`config.mk`:
```
export PLATFORM = sky130hd
export DESIGN_NAME = tank_control
export DESIGN_NICKNAME = d
export VERILOG_FILES = /design/src/rtl/tank_control.sv
export SDC_FILE = /design/constraint.sdc
export NUM_CORES = 1
export LEC_CHECK = 0
export ABC_CLOCK_PERIOD_IN_PS = 2550
export BUFFER_PORTS_ARGS = -buffer_cell sky130_fd_sc_hd__buf_2
export CORE_UTILIZATION = 35
export DETAILED_ROUTE_END_ITERATION = 10
export GPL_ROUTABILITY_DRIVEN = 0
export RECOVER_POWER = 100
export SETUP_SLACK_MARGIN = 0.05
export SLEW_MARGIN = 40
export SYNTH_ARGS = -nofsm -noshare
export SYNTH_HDL_FRONTEND = slang
export SYNTH_HIERARCHICAL = 1
export SYNTH_SLANG_ARGS = --single-unit
```
`constraint.sdc`:
```
create_clock -name clk -period 2.55 [get_ports clk]
set_input_delay 0.3825 -clock clk [delete_from_list [all_inputs] [get_ports clk]]
set_output_delay 0.3825 -clock clk [all_outputs]
set_load 0.05 [all_outputs]
```
`src/rtl/tank_control.sv`:
```
// Keyboard make/break events to per-player tank direction, moving flag and
// rate-limited auto-repeating fire pulse. One tank_player instance per player.

module tank_player #(
  parameter int PID         = 0,
  parameter int FIRE_PERIOD = 25_000_000
) (
  input  logic       clk,
  input  logic       rst,
  input  logic       key_valid_i,
  input  logic [7:0] ascii_i,
  input  logic       key_release_i,
  output logic [2:0] dir_o,
  output logic       moving_o,
  output logic       fire_o
);
  localparam int CW = (FIRE_PERIOD > 2) ? $clog2(FIRE_PERIOD) : 1;
  localparam logic [CW-1:0] FP_M1 = CW'(FIRE_PERIOD - 1);

  localparam logic [7:0] K_LEFT  = (PID == 0) ? 8'h61 : 8'h6A;
  localparam logic [7:0] K_RIGHT = (PID == 0) ? 8'h64 : 8'h6C;
  localparam logic [7:0] K_UP    = (PID == 0) ? 8'h77 : 8'h69;
  localparam logic [7:0] K_DOWN  = (PID == 0) ? 8'h73 : 8'h6B;
  localparam logic [7:0] K_FIRE  = (PID == 0) ? 8'h20 : 8'h0D;

  logic [3:0]    held_q, held_d;
  logic [2:0]    dir_q, dir_d;
  logic          fire_held_q, fire_held_d;
  logic [CW-1:0] cnt_q, cnt_d;
  logic          fire_q, fire_d;

  logic       dir_hit;
  logic [1:0] dsel;
  logic       make, brk, dir_mk, dir_bk, fire_mk, fire_bk, cnt_zero;
  logic [3:0] dmask, remain;

  always_comb begin
    dir_hit = 1'b1;
    dsel    = 2'd0;
    case (ascii_i)
      K_LEFT:  dsel = 2'd0;
      K_RIGHT: dsel = 2'd1;
      K_UP:    dsel = 2'd2;
      K_DOWN:  dsel = 2'd3;
      default: dir_hit = 1'b0;
    endcase
  end

  assign make     = key_valid_i & ~key_release_i;
  assign brk      = key_valid_i &  key_release_i;
  assign dir_mk   = make & dir_hit;
  assign dir_bk   = brk  & dir_hit;
  assign fire_mk  = make & (ascii_i == K_FIRE);
  assign fire_bk  = brk  & (ascii_i == K_FIRE);
  assign cnt_zero = (cnt_q == '0);
  assign dmask    = 4'b0001 << dsel;
  assign remain   = held_q & ~dmask;

  // Releasing the facing key falls back to the highest-priority key still held.
  always_comb begin
    held_d = held_q;
    dir_d  = dir_q;
    if (dir_mk) begin
      held_d = held_q | dmask;
      dir_d  = {1'b0, dsel};
    end else if (dir_bk) begin
      held_d = remain;
      if (dir_q == {1'b0, dsel} && |remain) begin
        if (remain[0])      dir_d = 3'd0;
        else if (remain[1]) dir_d = 3'd1;
        else if (remain[2]) dir_d = 3'd2;
        else                dir_d = 3'd3;
      end
    end
  end

  // Pulse whenever fire is wanted and the cooldown has expired; a break wins.
  always_comb begin
    fire_held_d = fire_held_q;
    fire_d      = 1'b0;
    cnt_d       = cnt_zero ? cnt_q : cnt_q - CW'(1);
    if (fire_bk) begin
      fire_held_d = 1'b0;
    end else if ((fire_mk || fire_held_q) && cnt_zero) begin
      fire_d      = 1'b1;
      fire_held_d = 1'b1;
      cnt_d       = FP_M1;
    end else if (fire_mk) begin
      fire_held_d = 1'b1;
    end
  end

  always_ff @(posedge clk or posedge rst) begin
    if (rst) begin
      held_q      <= '0;
      dir_q       <= 3'd1;
      fire_held_q <= 1'b0;
      cnt_q       <= '0;
      fire_q      <= 1'b0;
    end else begin
      held_q      <= held_d;
      dir_q       <= dir_d;
      fire_held_q <= fire_held_d;
      cnt_q       <= cnt_d;
      fire_q      <= fire_d;
    end
  end

  assign dir_o    = dir_q;
  assign moving_o = |held_q;
  assign fire_o   = fire_q;
endmodule

module tank_control #(
  parameter int PLAYERS     = 2,
  parameter int FIRE_PERIOD = 25_000_000
) (
  input  logic                 clk,
  input  logic                 rst,
  input  logic                 key_valid,
  input  logic [7:0]           ascii,
  input  logic                 key_release,
  output logic [3*PLAYERS-1:0] direct,
  output logic [PLAYERS-1:0]   moving,
  output logic [PLAYERS-1:0]   fire
);
  for (genvar p = 0; p < PLAYERS; p++) begin : g_pl
    tank_player #(.PID(p), .FIRE_PERIOD(FIRE_PERIOD)) u_pl (
      .clk          (clk),
      .rst          (rst),
      .key_valid_i  (key_valid),
      .ascii_i      (ascii),
      .key_release_i(key_release),
      .dir_o        (direct[3*p +: 3]),
      .moving_o     (moving[p]),
      .fire_o       (fire[p])
    );
  end
endmodule

```
**After elaboration in Yosys (flattened, before gate mapping)**

Index checks and enable logic that the tools add are counted.

- Register bits: 68
- Bits in latches: 0
- RAM bits: 0
- Bits in read-only memories: 0
- Output and inout bits: 10
- Word-level logic and storage cells: 101
- Memories kept: 0

- $add $sub $neg: 2
- $mul: 0
- Divide/modulo/power cells: 0
- $lt $le $gt $ge: 0
- Eq/ne operators: 12
- Shift operators: 2
- Muxes and demuxes: 36
- Bitwise operators: 17
- Reduce and logical (&&, ||, !) cells: 22

Operators by type and width:

| cell | number |
|---|---|
| $mux W25 | 6 |
| $eq A8 B7 Y1 const B | 8 |
| $logic_not A25 Y1 | 2 |
| $sub A25 B1 Y25 const B | 2 |
| $mux W3 | 10 |
| $reduce_or A4 Y1 | 6 |
| $mux W4 | 4 |
| $mux W1 | 14 |
| $pmux W2 S3 | 2 |
| $and A1 B1 Y1 | 10 |
| $and A4 B4 Y4 | 2 |
| $eq A8 B4 Y1 const B | 1 |
| $eq A8 B6 Y1 const B | 1 |
| $not A4 Y4 | 2 |
| $or A4 B4 Y4 | 2 |
| $reduce_bool A2 Y1 | 4 |
| $shl A1 B2 Y4 const A | 2 |
| $eq A3 B2 Y1 | 2 |
| $reduce_bool A3 Y1 | 2 |
| $logic_and A1 B1 Y1 | 4 |
| $reduce_and A2 Y1 | 2 |
| $logic_or A1 B1 Y1 | 2 |
| $not A1 Y1 | 1 |

**Depth between registers and ports, before layout**

- Depth in word-level cells: 11
- Mapped depth: 9

**By module**

The synthesis kept the hierarchy.

By module, submodules not included:

| module | instances | cells each | area an instance (um^2) | sequential area each (um^2) |
|---|---|---|---|---|
| tank_player (g_pl[1].u_pl) | 1 | 190 | 1866.8 | 827.0 |
| tank_player (g_pl[0].u_pl) | 1 | 193 | 1769.2 | 827.0 |

**Least setup slack after synthesis**

Ideal clock, no wire load.

- Path kind: reg-to-reg
- Start point: reg g_pl[0].u_pl.cnt_q[13]
- End point: reg g_pl[0].u_pl.cnt_q[19]
- Library setup time: 0.127 ns
- Arrival time: 2.458 ns
- Required time: 2.423 ns
- Slack: -0.035 ns
- Cell stages (with the launch flop): 8
- Cell sequence: dfrtp_1 > or4_4 > or4_1 > buf_2 > or2_1 > or4_1 > xor2_1 > nand2_1

- Longest elaborated chain between the ends: 4

Ends and longest elaborated chain:

| item | RTL line | source |
|---|---|---|
| start, declared | 29 | `logic [CW-1:0] cnt_q, cnt_d;` |
| start signal, assigned | 104 | `cnt_q <= cnt_d;` |
| $sub A25 B1 Y25 or $logic_not A25 Y1 (tied branches) | 81, 55 |  |
| $mux W25 or $logic_and A1 B1 Y1 (tied branches) | 81, 84 |  |
| $mux W25 | 84 | `end else if ((fire_mk \|\| fire_held_q) && cnt_zero) begin` |
| $mux W25 (*) | 82 | `if (fire_bk) begin` |
| net g_pl[0].u_pl.cnt_d[19] | 29 |  |

The timed path passes the listed nets; every way through them passes the cells marked *.
A chain may end at the register's enable or synchronous reset.

**Final worst setup path**

- Start point: reg g_pl[0].u_pl.cnt_q[7]
- End point: reg g_pl[0].u_pl.cnt_q[19]

Same word-level chain as after synthesis.

==> key figures <==
Finish
  – Area grow syn2layout: 16.6%
  – Util after Layout: 42.8%
  – Non-filler cells, final: 570
  – Fill count: between 900 and 1000
  – Reg area: approximately 1700 µm²
  – Layout cells sized above 1: around 17%
  – Area of the multi-input gates: 1890 µm²
  – Fin nets: 447
  – Inserted Diodes: 0

Die
  – Core Area: 9910 µm²
  – Io pins: 22
  – Initial Util: a little under two fifths
  – DIE AREA: approximately 11000 µm²
  – Die Span Y: about 100 µm
  – Die width: between 100 and 150 µm
  – Num rows: 36

STA
  – Max-slew violations: 0
  – Hold Slack: 0.414 ns
  – Final Skew: 0.00906 ns
  – PnR worst setup slack: roughly 0.047 ns
  – Final Hold Fails: 0
  – Fmax achieved: roughly 400 MHz
  – Final setup vio count: 0
  – Final Cycle Share: 98.2%
  – Period minus WS final: between 2 and 3 ns
  – Slew HR: a little under half
  – RSZ-0062 raised after global routing: yes
  – Worst-Margin Slew: a little over 0.8 ns

Placement
  – DPL Wire Length: 5380 µm
  – DP Worst Slack: roughly 0.026 ns
  – Placed Cells incl. Taps: 553
  – Input/output buffers: 19

Route
  – Starting DRT DRC Count: 174
  – Antenna viol nets, final: 0
  – DRC violations left: 0
  – Mean number of vias per cell: between 5 and 6
  – Total Wirelength: 7580 µm
  – Vias: between 2000 and 3000
  – Initial DRT Pass Iterations: 4
  – Drt wl/cell: 13.3 µm

Worst setup path
  – CP max stage delay: 0.53 ns
  – CP Data Required Time: 2.76 ns
  – Worst path bufs/invs: 0
  – Crit start category: register
  – Most frequent CP cell: or4_4
  – Crit path max-delay cell type: or4_4
  – CP Max Fanout: 3
  – Reg2reg setup slack: 0.05 ns
  – Crit Reg-Reg Startpoint: g_pl[0].u_pl/cnt_q[7]
  – Worst setup EP type: register
  – Crit path cell chain: or4_4, or4_4, or2_4, or4_4, xor2_1, nand2_1
  – Worst EP arrival: ~2.7 ns
  – CP delay by family, top: simple AND/OR/NAND/NOR gates
  – Setup Crit Path Kind: register to register
  – Crit. Startpoint: g_pl[0].u_pl/cnt_q[7]

Run
  – Max cap viols: 0

Run status
  – Run status: complete, no violations

Yosys
  – Cell count after synthesis: approximately 380
  – Post-synth top area share: between 40 and 50%
  – Post-Syn Area: 3640 µm²
  – Most used DFF post-synth: dfrtp_1
  – Yosys reg bits: between 60 and 70
  – Mean Syn Cell Area: 9.49 µm²
  – Post-synthesis sequential area ratio: between 40% and 50%
  – Post-synth ARST share: 100%
  – Synth Net Count: ~400
  – Post-synth EDFFs: 0
  – Synth Warn #: 6
  – Biggest area consumer among synthesized cells: dfrtp_1
  – Synth unique cells: 64
  – Cell with the most instances after synthesis: dfrtp_1
  – Top post-synthesis cells by area: dfrtp_1, nand2_1, xnor2_1
  – Post-synth top cells: dfrtp_1, nand2_1, nor2_1

CTS
  – CTS H-tree lvls: 3
  – Clk Latency, worst-skew pair: ~0.33 ns
  – Clock tree buffer depth: 2
  – CTS buffer count: 9
  – CTS sink count: 66
  – Clk slew on worst S/H paths: about 0.070 ns
  – Clock root buffer: clkbuf_8
  – CTS tree: done

GRT
  – Largest net degree at the start of global routing: 34
  – Vias in the first global route: between 2000 and 3000
  – Total congestion overflow: 0
  – Initial antenna violation count: 0
  – Global-route usage over all layers: 15.0%
  – First-pass GRT wire length: 13300 µm

Worst hold path
  – HP Start: key_release
  – Hold/Removal Path Class: primary input to register

Power
  – VDD IR max: around 0.25 mV
  – LEAKAGE: around 1.6 nW
  – Power Density: 600 nW/µm²
-- worst paths after layout --
path | to | depth (start not counted)
worst max-delay path | g_pl[0].u_pl/cnt_q[19] | 6
worst min-delay path | register | 2
worst max register to register | g_pl[0].u_pl/cnt_q[19] | 6
worst min register to register | g_pl[0].u_pl/cnt_q[11] | 1
max in group asynchronous | g_pl[0].u_pl/cnt_q[4] | 4
min in group asynchronous | g_pl[0].u_pl/fire_o | 3
-- logic make-up after synthesis --
logic type / synth area share, %
xor gates and xnor gates: 8.19
adders and majority gates: 0.688
AOI/OAI and AO/OA: 12.9
DFF: 45.5
other: 0.207
and+or+nand+nor: 28.8
buffers and inverters: 2.51
muxes: 1.14
-- worst register-to-register path, stage by stage, from the launching register on --
cell and delay [ns]:
dfrtp_1 0.41, or4_4 0.53, or4_4 0.53, or2_4 0.25, or4_4 0.47, xor2_1 0.14, nand2_1 0.06
-- power by group --
part | switching, mW | internal, mW
Sequential | 0.109 | 1.17
Clock | 0.373 | 0.526
Combinational | 0.205 | 0.164
-- timing repair --
action / CTS / global route
setup endpoints to repair: 1 / 13
setup buffers: 0 / 1
endpoints found under the hold margin: 6 / 0
hold buffers: 1 / 0
pin swaps: 0 / 1
gates resized for setup: 1 / 5
-- layout make-up --
| type | instances | area share [%] |
|---|---|---|
| multi-input combinational | 296 | 44.5 |
| sequential | 66 | 39.0 |
| timing repair buffer | 48 | 6.64 |
| clock buffer | 13 | 3.99 |
| tap | 133 | 3.93 |
| inverter | 12 | 1.06 |
| clock inverter | 2 | 0.827 |
-- layer usage --
layer	track usage, %	vias up	wire [µm]
li1	-	1477	-
met1	20.1	1440	3790
met2	23.8	41	3510
met3	3.45	5	209
met4	5.10	0	65
met5	0	-	0
-- stage by stage --
stage	TNS (ns)	total power, mW	area (µm²)
2_1_floorplan	-0.0354	1.53	3640
3_3_place_gp	0	1.64	4050
3_5_place_dp	0	1.66	4050
4_1_cts	0	2.57	4270
5_1_grt	-0.00840	2.69	4240
6_report	0	2.54	4240
-- placed cells by master (no fill, tap or decap), types with 14 or more instances in the layout --
| cell | instances |
|---|---|
| nor2_1 | 27 |
| dfrtp_1 | 64 |
| xor2_1 | 17 |
| a21oi_1 | 21 |
| clkbuf_1 | 14 |
| nand2_1 | 40 |
| xnor2_1 | 17 |
| nor3_1 | 24 |
| buf_4 | 21 |
| o21ai_0 | 23 |
No activity file was read; power rests on OpenSTA's default activity.
